[src/rtl/mem_arb_pkg.sv]
// ============================================================================
// Module   : mem_arb_pkg
// Purpose  : Shared opcode constants and FSM state type for the two-client
//            memory arbiter.
// Revision : 1.0 - initial release
// ============================================================================
`default_nettype none

package mem_arb_pkg;

  // Request opcode encoding used by both clients and MemDPI
  localparam logic MEM_OP_RD = 1'b0;
  localparam logic MEM_OP_WR = 1'b1;

  // Arbiter FSM: IDLE arbitrates, READ/WRITE own the port for one transaction
  typedef enum logic [1:0] {
    IDLE  = 2'd0,
    READ  = 2'd1,
    WRITE = 2'd2
  } state_t;

  // Index of the client that did not win the previous grant
  function automatic logic other_client(input logic idx);
    return ~idx;
  endfunction

endpackage : mem_arb_pkg

`default_nettype wire

[src/rtl/mem_arbiter_rr_arb2.sv]
// ============================================================================
// Module   : rr_arb2
// Purpose  : Combinational two-way round-robin pick. A lone requester wins;
//            on a tie the client that was not granted last time wins.
// Revision : 1.0 - initial release
// ============================================================================
`default_nettype none

module rr_arb2
  import mem_arb_pkg::*;
(
  input  logic [1:0] valid_i,
  input  logic       last_grant_i,
  output logic [1:0] grant_o,
  output logic       winner_o,
  output logic       any_o
);

  // Pick the winner and produce a one-hot grant vector
  always_comb begin
    any_o    = |valid_i;
    winner_o = 1'b0;
    grant_o  = 2'b00;
    if (&valid_i) begin
      winner_o = other_client(last_grant_i);
    end else begin
      winner_o = valid_i[1];
    end
    if (any_o) begin
      grant_o = winner_o ? 2'b10 : 2'b01;
    end
  end

endmodule : rr_arb2

`default_nettype wire

[src/rtl/mem_arbiter.sv]
// ============================================================================
// Module   : mem_arbiter
// Purpose  : Shares one MemDPI port between two clients. Whole transactions
//            are granted round-robin from IDLE; beats are then routed between
//            the owning client and MemDPI until len+1 beats have moved.
// Revision : 1.0 - initial release
// ============================================================================
`default_nettype none

module mem_arbiter
  import mem_arb_pkg::*;
#(
  parameter int MEM_LEN_BITS  = 8,
  parameter int MEM_ADDR_BITS = 32,
  parameter int MEM_DATA_BITS = 64
) (
  input  logic                     clock,
  input  logic                     reset,
  // client 0
  input  logic                     c0_req_valid,
  input  logic                     c0_req_opcode,
  input  logic [MEM_LEN_BITS-1:0]  c0_req_len,
  input  logic [MEM_ADDR_BITS-1:0] c0_req_addr,
  output logic                     c0_req_ready,
  input  logic                     c0_wr_valid,
  input  logic [MEM_DATA_BITS-1:0] c0_wr_bits,
  output logic                     c0_rd_valid,
  output logic [MEM_DATA_BITS-1:0] c0_rd_bits,
  input  logic                     c0_rd_ready,
  // client 1
  input  logic                     c1_req_valid,
  input  logic                     c1_req_opcode,
  input  logic [MEM_LEN_BITS-1:0]  c1_req_len,
  input  logic [MEM_ADDR_BITS-1:0] c1_req_addr,
  output logic                     c1_req_ready,
  input  logic                     c1_wr_valid,
  input  logic [MEM_DATA_BITS-1:0] c1_wr_bits,
  output logic                     c1_rd_valid,
  output logic [MEM_DATA_BITS-1:0] c1_rd_bits,
  input  logic                     c1_rd_ready,
  // MemDPI side
  output logic                     mem_req_valid,
  output logic                     mem_req_opcode,
  output logic [MEM_LEN_BITS-1:0]  mem_req_len,
  output logic [MEM_ADDR_BITS-1:0] mem_req_addr,
  output logic                     mem_wr_valid,
  output logic [MEM_DATA_BITS-1:0] mem_wr_bits,
  input  logic                     mem_rd_valid,
  input  logic [MEM_DATA_BITS-1:0] mem_rd_bits,
  output logic                     mem_rd_ready
);

  state_t                  state_q, state_d;
  logic                    owner_q, owner_d;
  logic                    last_grant_q, last_grant_d;
  logic [MEM_LEN_BITS-1:0] cnt_q, cnt_d;

  logic [1:0] arb_grant;
  logic       arb_winner;
  logic       arb_any;

  logic                     in_idle;
  logic                     in_read;
  logic                     in_write;
  logic                     own_rd_ready;
  logic                     own_wr_valid;
  logic [MEM_DATA_BITS-1:0] own_wr_bits;
  logic                     beat;

  rr_arb2 u_rr_arb2 (
    .valid_i      ({c1_req_valid, c0_req_valid}),
    .last_grant_i (last_grant_q),
    .grant_o      (arb_grant),
    .winner_o     (arb_winner),
    .any_o        (arb_any)
  );

  // State qualifiers; every handshake output is forced low while reset is high
  always_comb begin
    in_idle  = (state_q == IDLE)  && !reset;
    in_read  = (state_q == READ)  && !reset;
    in_write = (state_q == WRITE) && !reset;
  end

  // Select the owning client's beat-side signals
  always_comb begin
    own_rd_ready = owner_q ? c1_rd_ready : c0_rd_ready;
    own_wr_valid = owner_q ? c1_wr_valid : c0_wr_valid;
    own_wr_bits  = owner_q ? c1_wr_bits  : c0_wr_bits;
  end

  // Forward the winning request to MemDPI in the same cycle it is arbitrated
  always_comb begin
    mem_req_valid  = in_idle && arb_any;
    mem_req_opcode = arb_winner ? c1_req_opcode : c0_req_opcode;
    mem_req_len    = arb_winner ? c1_req_len    : c0_req_len;
    mem_req_addr   = arb_winner ? c1_req_addr   : c0_req_addr;
    c0_req_ready   = in_idle && arb_grant[0];
    c1_req_ready   = in_idle && arb_grant[1];
  end

  // Route read beats to the owner only; spurious IDLE beats are not accepted
  always_comb begin
    c0_rd_valid  = in_read && !owner_q && mem_rd_valid;
    c1_rd_valid  = in_read &&  owner_q && mem_rd_valid;
    mem_rd_ready = in_read && own_rd_ready;
    c0_rd_bits   = mem_rd_bits;
    c1_rd_bits   = mem_rd_bits;
  end

  // Route write beats from the owner; non-owner beats are dropped
  always_comb begin
    mem_wr_valid = in_write && own_wr_valid;
    mem_wr_bits  = own_wr_bits;
  end

  // A beat is a read handshake or any forwarded write beat
  always_comb begin
    beat = (in_read && mem_rd_valid && mem_rd_ready) || mem_wr_valid;
  end

  // Next-state: grant in IDLE, count beats down, exit on the final beat
  always_comb begin
    state_d      = state_q;
    owner_d      = owner_q;
    last_grant_d = last_grant_q;
    cnt_d        = cnt_q;
    case (state_q)
      IDLE: begin
        if (arb_any) begin
          owner_d      = arb_winner;
          last_grant_d = arb_winner;
          cnt_d        = mem_req_len;
          state_d      = (mem_req_opcode == MEM_OP_WR) ? WRITE : READ;
        end
      end
      READ, WRITE: begin
        if (beat) begin
          // Exit at zero rather than decrementing, so cnt never wraps
          if (cnt_q == '0) begin
            state_d = IDLE;
          end else begin
            cnt_d = cnt_q - MEM_LEN_BITS'(1);
          end
        end
      end
      default: begin
        state_d = IDLE;
      end
    endcase
  end

  // State registers; reset abandons any transfer in flight
  always_ff @(posedge clock) begin
    if (reset) begin
      state_q      <= IDLE;
      owner_q      <= 1'b0;
      last_grant_q <= 1'b1;
      cnt_q        <= '0;
    end else begin
      state_q      <= state_d;
      owner_q      <= owner_d;
      last_grant_q <= last_grant_d;
      cnt_q        <= cnt_d;
    end
  end

endmodule : mem_arbiter

`default_nettype wire

[config.mk]
export PLATFORM = sky130hd
export DESIGN_NAME = mem_arbiter
export DESIGN_NICKNAME = d
export VERILOG_FILES = /design/src/rtl/mem_arb_pkg.sv /design/src/rtl/mem_arbiter_rr_arb2.sv /design/src/rtl/mem_arbiter.sv
export SDC_FILE = /design/constraint.sdc
export NUM_CORES = 1
export LEC_CHECK = 0
export CAP_MARGIN = 25
export CORE_AREA = 10 10 195 197
export CTS_BUF_LIST = sky130_fd_sc_hd__clkbuf_8
export DETAILED_ROUTE_END_ITERATION = 6
export DIE_AREA = 0 0 205 207
export PLACE_DENSITY = 0.48
export SLEW_MARGIN = 25
export SYNTH_ARGS = -nofsm -noshare
export SYNTH_HDL_FRONTEND = slang
export SYNTH_SLANG_ARGS = --single-unit
[constraint.sdc]
create_clock -name clock -period 2.8 [get_ports clock]
set_input_delay 0.7 -clock clock [delete_from_list [all_inputs] [get_ports clock]]
set_output_delay 0.7 -clock clock [all_outputs]
set_load 0.02 [all_outputs]
# After elaboration in Yosys (flattened, before gate mapping)

Cells that the tools add are included.

Register bits after elaboration: 12

$add $sub $neg: 1
Bitwise logic cells: 1
Mux-type cells: 18
Eq/ne operators: 6
Reduce and logical (&&, ||, !) cells: 26

Operators by type and width:

| cell                                              | number |
|---|---|
| two-way mux 64 bit                                | 1 |
| two-way mux 32 bit                                | 1 |
| two-way mux 8 bit                                 | 4 |
| case mux 8 bit (2 select lines)                   | 1 |
| logical AND 1 bit                                 | 14 |
| two-way mux 2 bit                                 | 6 |
| logical NOT 8 bit                                 | 1 |
| != test 2 bit (second input constant)             | 4 |
| subtractor 8 x 1 -> 8 bit (second input constant) | 1 |
| two-way mux 1 bit                                 | 4 |
| case mux 2 bit (2 select lines)                   | 1 |
| AND reduction 2 bit                               | 2 |
| AND reduction 4 bit                               | 1 |
| OR reduction 2 bit                                | 2 |
| AND reduction 3 bit                               | 1 |
| == test 2 x 1 -> 1 bit (second input constant)    | 1 |
| == test 2 bit (second input constant)             | 1 |
| logical NOT 1 bit                                 | 2 |
| logical NOT 2 bit                                 | 1 |
| nonzero test 2 bit                                | 1 |
| logical OR 1 bit                                  | 1 |
| inverter 1 bit                                    | 1 |

# Depth between registers and ports, before layout

Word-level depth: 7
Mapped depth: 8

# Cells and area by module

A second synthesis with hierarchy kept.

Cell total of the unflattened synthesis: 360
Area, all modules: 3133.0 sq um

By module, submodules not included:

| module      | cells each | times used | area each (sq um) |
|---|---|---|---|
| mem_arbiter | 355        | 1          | 3100.5 |
| rr_arb2     | 5          | 1          | 32.5 |

# Worst setup path before layout

OpenSTA, ideal clock, no wires.

Path kind: input -> output
Start: in c1_req_valid
End: out mem_req_addr[10]
Buffers on the path: 2
Arrival: 1.885 ns
Cell stages on the path: 4
Required time: 2.100 ns
Slack: 0.215 ns
Cells stage by stage: a21boi_2 > buf_2 > buf_2 > mux2_2

Word-level cells in the longest chain between the ends: 3

Ends and longest elaborated chain:

| element              | RTL line                  | RTL |
|---|---|---|
| start, declared      | mem_arbiter.sv:31         | `input logic c1_req_valid,` |
| AND reduction 2 bit  | mem_arbiter_rr_arb2.sv:24 | `if (&valid_i) begin` |
| two-way mux 1 bit *  | mem_arbiter_rr_arb2.sv:24 |  |
| two-way mux 32 bit * | mem_arbiter.sv:97         | `mem_req_addr = arb_winner ? c1_req_addr : c0_req_addr;` |
| end, declared        | mem_arbiter.sv:45         | `output logic [MEM_ADDR_BITS-1:0] mem_req_addr,` |

Mark *: on every way between the ends. The rest lies on a longest branch, timed or not.

# Worst setup path after layout

Start: in c0_req_valid
End: out mem_req_addr[0]

Word-level cells in the longest chain between the ends: 3

Ends and longest elaborated chain:

| element             | RTL line                  | RTL |
|---|---|---|
| start, declared     | mem_arbiter.sv:20         | `input logic c0_req_valid,` |
| AND reduction 2 bit | mem_arbiter_rr_arb2.sv:24 |  |
| two-way mux 1 bit   | mem_arbiter_rr_arb2.sv:24 |  |
| two-way mux 32 bit  | mem_arbiter.sv:97         |  |

Every way passes these cells.

==> summary.md <==
| Metric | Value |
|---|---|
| Global-route wire length before repair | `28.9 mm` |
| 1st-iter DRT viols | `129` |
| Smallest setup slack after layout | `0.0556 ns` |
| Data arrival at the endpoint of the critical path | `2.04 ns` |
| Placer Congestion | `0.712` |
| Total placed instance area | `6260 µm²` |
| Cts-stage hold buffer count | `0` |
| Later-pin clock latency in the skew report | `~0.25 ns` |
| Area of the mapped netlist | `3060 µm²` |
| Fmax | `between 300 and 400 MHz` |
| Synthesized netlist cell count | `361` |
| Worst reg-to-reg setup slack | `between 0.4 and 0.5 ns` |
| Main synth FF type | `sky130_fd_sc_hd__dfxtp_1` |
| Worst vdd rail ir drop | `roughly 0.22 mV` |
| Via count of the first global-routing pass | `3761` |
| Clock tree sinks | `12` |
| Number of antenna cells inserted | `0` |
| Syn-to-layout area delta | `107%` |
| Compound-Gate Fraction of Synth Area | `between 8 and 9%` |
| Post-Route Skew | `0.00143 ns` |
| Cts bufs inserted | `3` |
| Total number of placement rows | `68` |
| Largest fanout on the critical path | `8` |
| Post-layout instance area | `6340 µm²` |
| Final worst hold slack | `0.506 ns` |
| Share of layout cells above drive strength 1 | `35.8%` |
| Layout Cells excl Fill | `1047` |
| Std-Cell Core Area | `34100 µm²` |
| HPWL Detailed | `between 15 and 20 mm` |
| Number of nets still failing antenna checks after routing | `0` |
| Length of the first detailed-routing pass in iterations | `4` |
| Leak | `2.38 nW` |
| Vias | `3389` |
| Count of cell types in the netlist | `37` |
| # placed instances | `just over 1k` |
| Share of synthesized area occupied by flip-flops and latches | `7.84%` |
| Most frequent cells in the layout | `sky130_fd_sc_hd__clkdlybuf4s50_1, sky130_fd_sc_hd__mux2_2, sky130_fd_sc_hd__buf_2, sky130_fd_sc_hd__buf_4, sky130_fd_sc_hd__buf_12` |
| Setup slack at placement | `-0.578 ns` |
| TritonCTS clock tree | `built` |
| Transition time of the tightest slew-check pin | `0.525 ns` |
| DR DRC count | `0` |
| Number of fill cells in the layout | `3772` |
| Post-detailed-route wirelength per cell | `20.3 µm` |
| Class of the worst hold path | `reg2reg` |
| GRT overflow | `0` |
| Post-synthesis average cell area | `8.49 µm²` |
| Largest family of logic cells by synthesized area | `multiplexers` |
| Root buffer selected by CTS | `sky130_fd_sc_hd__clkbuf_8` |
| Startpoint kind of the worst setup timing path | `input port` |
| Critical path class | `in2out` |
| Leading cell type in the layout, fill and taps excluded | `sky130_fd_sc_hd__clkdlybuf4s50_1` |
| Multiplexer share of the synthesized area | `about two fifths` |
| Count of boundary I/O pins | `523` |
| Clock input transition at the sequential cells of the worst setup and hold paths | `0.07 ns` |
| NumNets Final | `881` |
| Tcrit/Tclk final | `98.0%` |
| Pin count of the biggest net entering global routing | `48` |
| Critical path capture point type | `output pin` |
| Wire length reported by the detailed router | `21.2 mm` |
| Shortest period the worst path allows | `2.74 ns` |
| Width of the chip | `about 200 µm` |
| Number of flops mapped to enable cells by yosys | `0` |
| Remaining max-slew budget at the tightest pin | `64.0%` |
| Post-synthesis share of cell area spent on and, or, nand and nor gates | `7.64%` |
| Die height | `~210 µm` |
| Max-cap violations | `0` |
| Yosys warnings | `0` |
| Setup violators final | `0` |
| Status | `finished clean` |
| Post-layout utilization of the core | `18.6%` |
| Register bit count reported by yosys | `12` |
| RSZ-0062 raised after global routing | `false` |
| Vias per Instance | `3.24` |
| Share of async-settable or async-resettable flops after synthesis | `0%` |
| Post-layout power | `between 3 and 4 mW` |
| H-Tree Level Count | `1` |
| Final number of max-transition violations | `0` |
| Initial antenna violation count | `1` |
| Power Density | `just under 500 nW/µm²` |
| Initial cell density of the core | `between 8 and 9%` |
| Mapped Nets | `roughly 650` |
| Fraction of synthesized cell area in xor and xnor cells | `0%` |
| Largest buffer count on any clock path | `2` |
| Final Hold Vio Count | `0` |
| CP required | `2.10 ns` |
| Sum Neg Setup Slack | `0 ns` |
| Post-Synth Adder-Cell Area | `2.04%` |
| Total die area | `42400 µm²` |
| Overall routing resource usage | `approximately 9.2%` |
| Number of I/O port buffers | `330` |
-- registers in the layout, summed over array words and instances, names as in the netlist --
register and count:
cnt_q 8, state_q 2, last_grant_q 1, owner_q 1
-- worst paths after layout --
kind | to | from | cells after the start
hold / removal | cnt_q[6]$_SDFFE_PP0P_ | cnt_q[6]$_SDFFE_PP0P_ | 2
hold reg to reg | cnt_q[6]$_SDFFE_PP0P_ | cnt_q[6]$_SDFFE_PP0P_ | 2
setup reg to reg | cnt_q[0]$_SDFFE_PP0P_ | owner_q$_SDFFE_PP0P_ | 9
setup / recovery | mem_req_addr[0] | c0_req_valid | 7
-- Yosys cell counts, types with 4 or more instances --
| master | instances | area share [%] |
|---|---|---|
| sky130_fd_sc_hd__buf_4 | 128 | 31 |
| sky130_fd_sc_hd__mux2_2 | 103 | 38 |
| sky130_fd_sc_hd__nand2_1 | 14 | 1.7 |
| sky130_fd_sc_hd__nor2_1 | 14 | 1.7 |
| sky130_fd_sc_hd__dfxtp_1 | 12 | 7.8 |
| sky130_fd_sc_hd__a21oi_1 | 11 | 1.8 |
| sky130_fd_sc_hd__inv_1 | 9 | 1.1 |
| sky130_fd_sc_hd__buf_2 | 8 | 1.3 |
| sky130_fd_sc_hd__clkbuf_1 | 8 | 0.98 |
| sky130_fd_sc_hd__ha_1 | 5 | 2.0 |
| sky130_fd_sc_hd__nand3_1 | 5 | 0.82 |
| sky130_fd_sc_hd__o21ai_1 | 5 | 0.82 |
| sky130_fd_sc_hd__a21o_1 | 4 | 0.98 |
| sky130_fd_sc_hd__mux2i_1 | 4 | 1.3 |
| sky130_fd_sc_hd__nor3_1 | 4 | 0.65 |
-- cells by family after synthesis --
| group | count (synthesis) |
|---|---|
| compound gates | 35 |
| buf+inv | 154 |
| fa+ha+maj | 5 |
| simple gates | 48 |
| mux | 107 |
| flops | 12 |
-- layer usage --
layer | track usage [%] | routed length (µm) | vias up
met5 | 0 | 13 | -
met4 | 2.81 | 652 | 2
met3 | 4.20 | 2420 | 59
met2 | 16.3 | 10400 | 220
met1 | 9.56 | 7700 | 1526
li1 | - | - | 1582
-- power by group --
part	leakage, nW	switching [mW]	total (mW)	internal (mW)
combinational	2.25	1.28	2.65	1.38
sequential	0.0995	0.0498	0.277	0.227
clock	0.0288	0.0843	0.209	0.125
total	2.38	1.41	3.14	1.73
-- worst max-delay path, stage by stage --
cell	delay [ns]
sky130_fd_sc_hd__dlygate4sd2_1	0.27
sky130_fd_sc_hd__a21boi_4	0.16
sky130_fd_sc_hd__buf_12	0.16
sky130_fd_sc_hd__buf_12	0.11
sky130_fd_sc_hd__buf_16	0.12
sky130_fd_sc_hd__mux2_2	0.34
sky130_fd_sc_hd__buf_4	0.16
-- area by class of cell --
| cell class | instances | area (µm²) | share of cell area [%] |
|---|---|---|---|
| Timing Repair Buffer | 372 | 3660 | 57.7 |
| Multi-Input combinational cell | 195 | 1780 | 28.1 |
| Tap cell | 455 | 569 | 8.98 |
| Sequential cell | 12 | 244 | 3.85 |
| Clock buffer | 4 | 55.1 | 0.869 |
| Inverter | 9 | 33.8 | 0.533 |
-- repair_timing --
item	in CTS	in global routing
endpoints found under the hold margin	0	0
gates cloned	3	0
pin swaps	0	1
gates resized for setup	181	3
setup buffers	9	0
endpoints found under the setup margin	46	10
No activity file was read; power rests on OpenSTA's default activity.
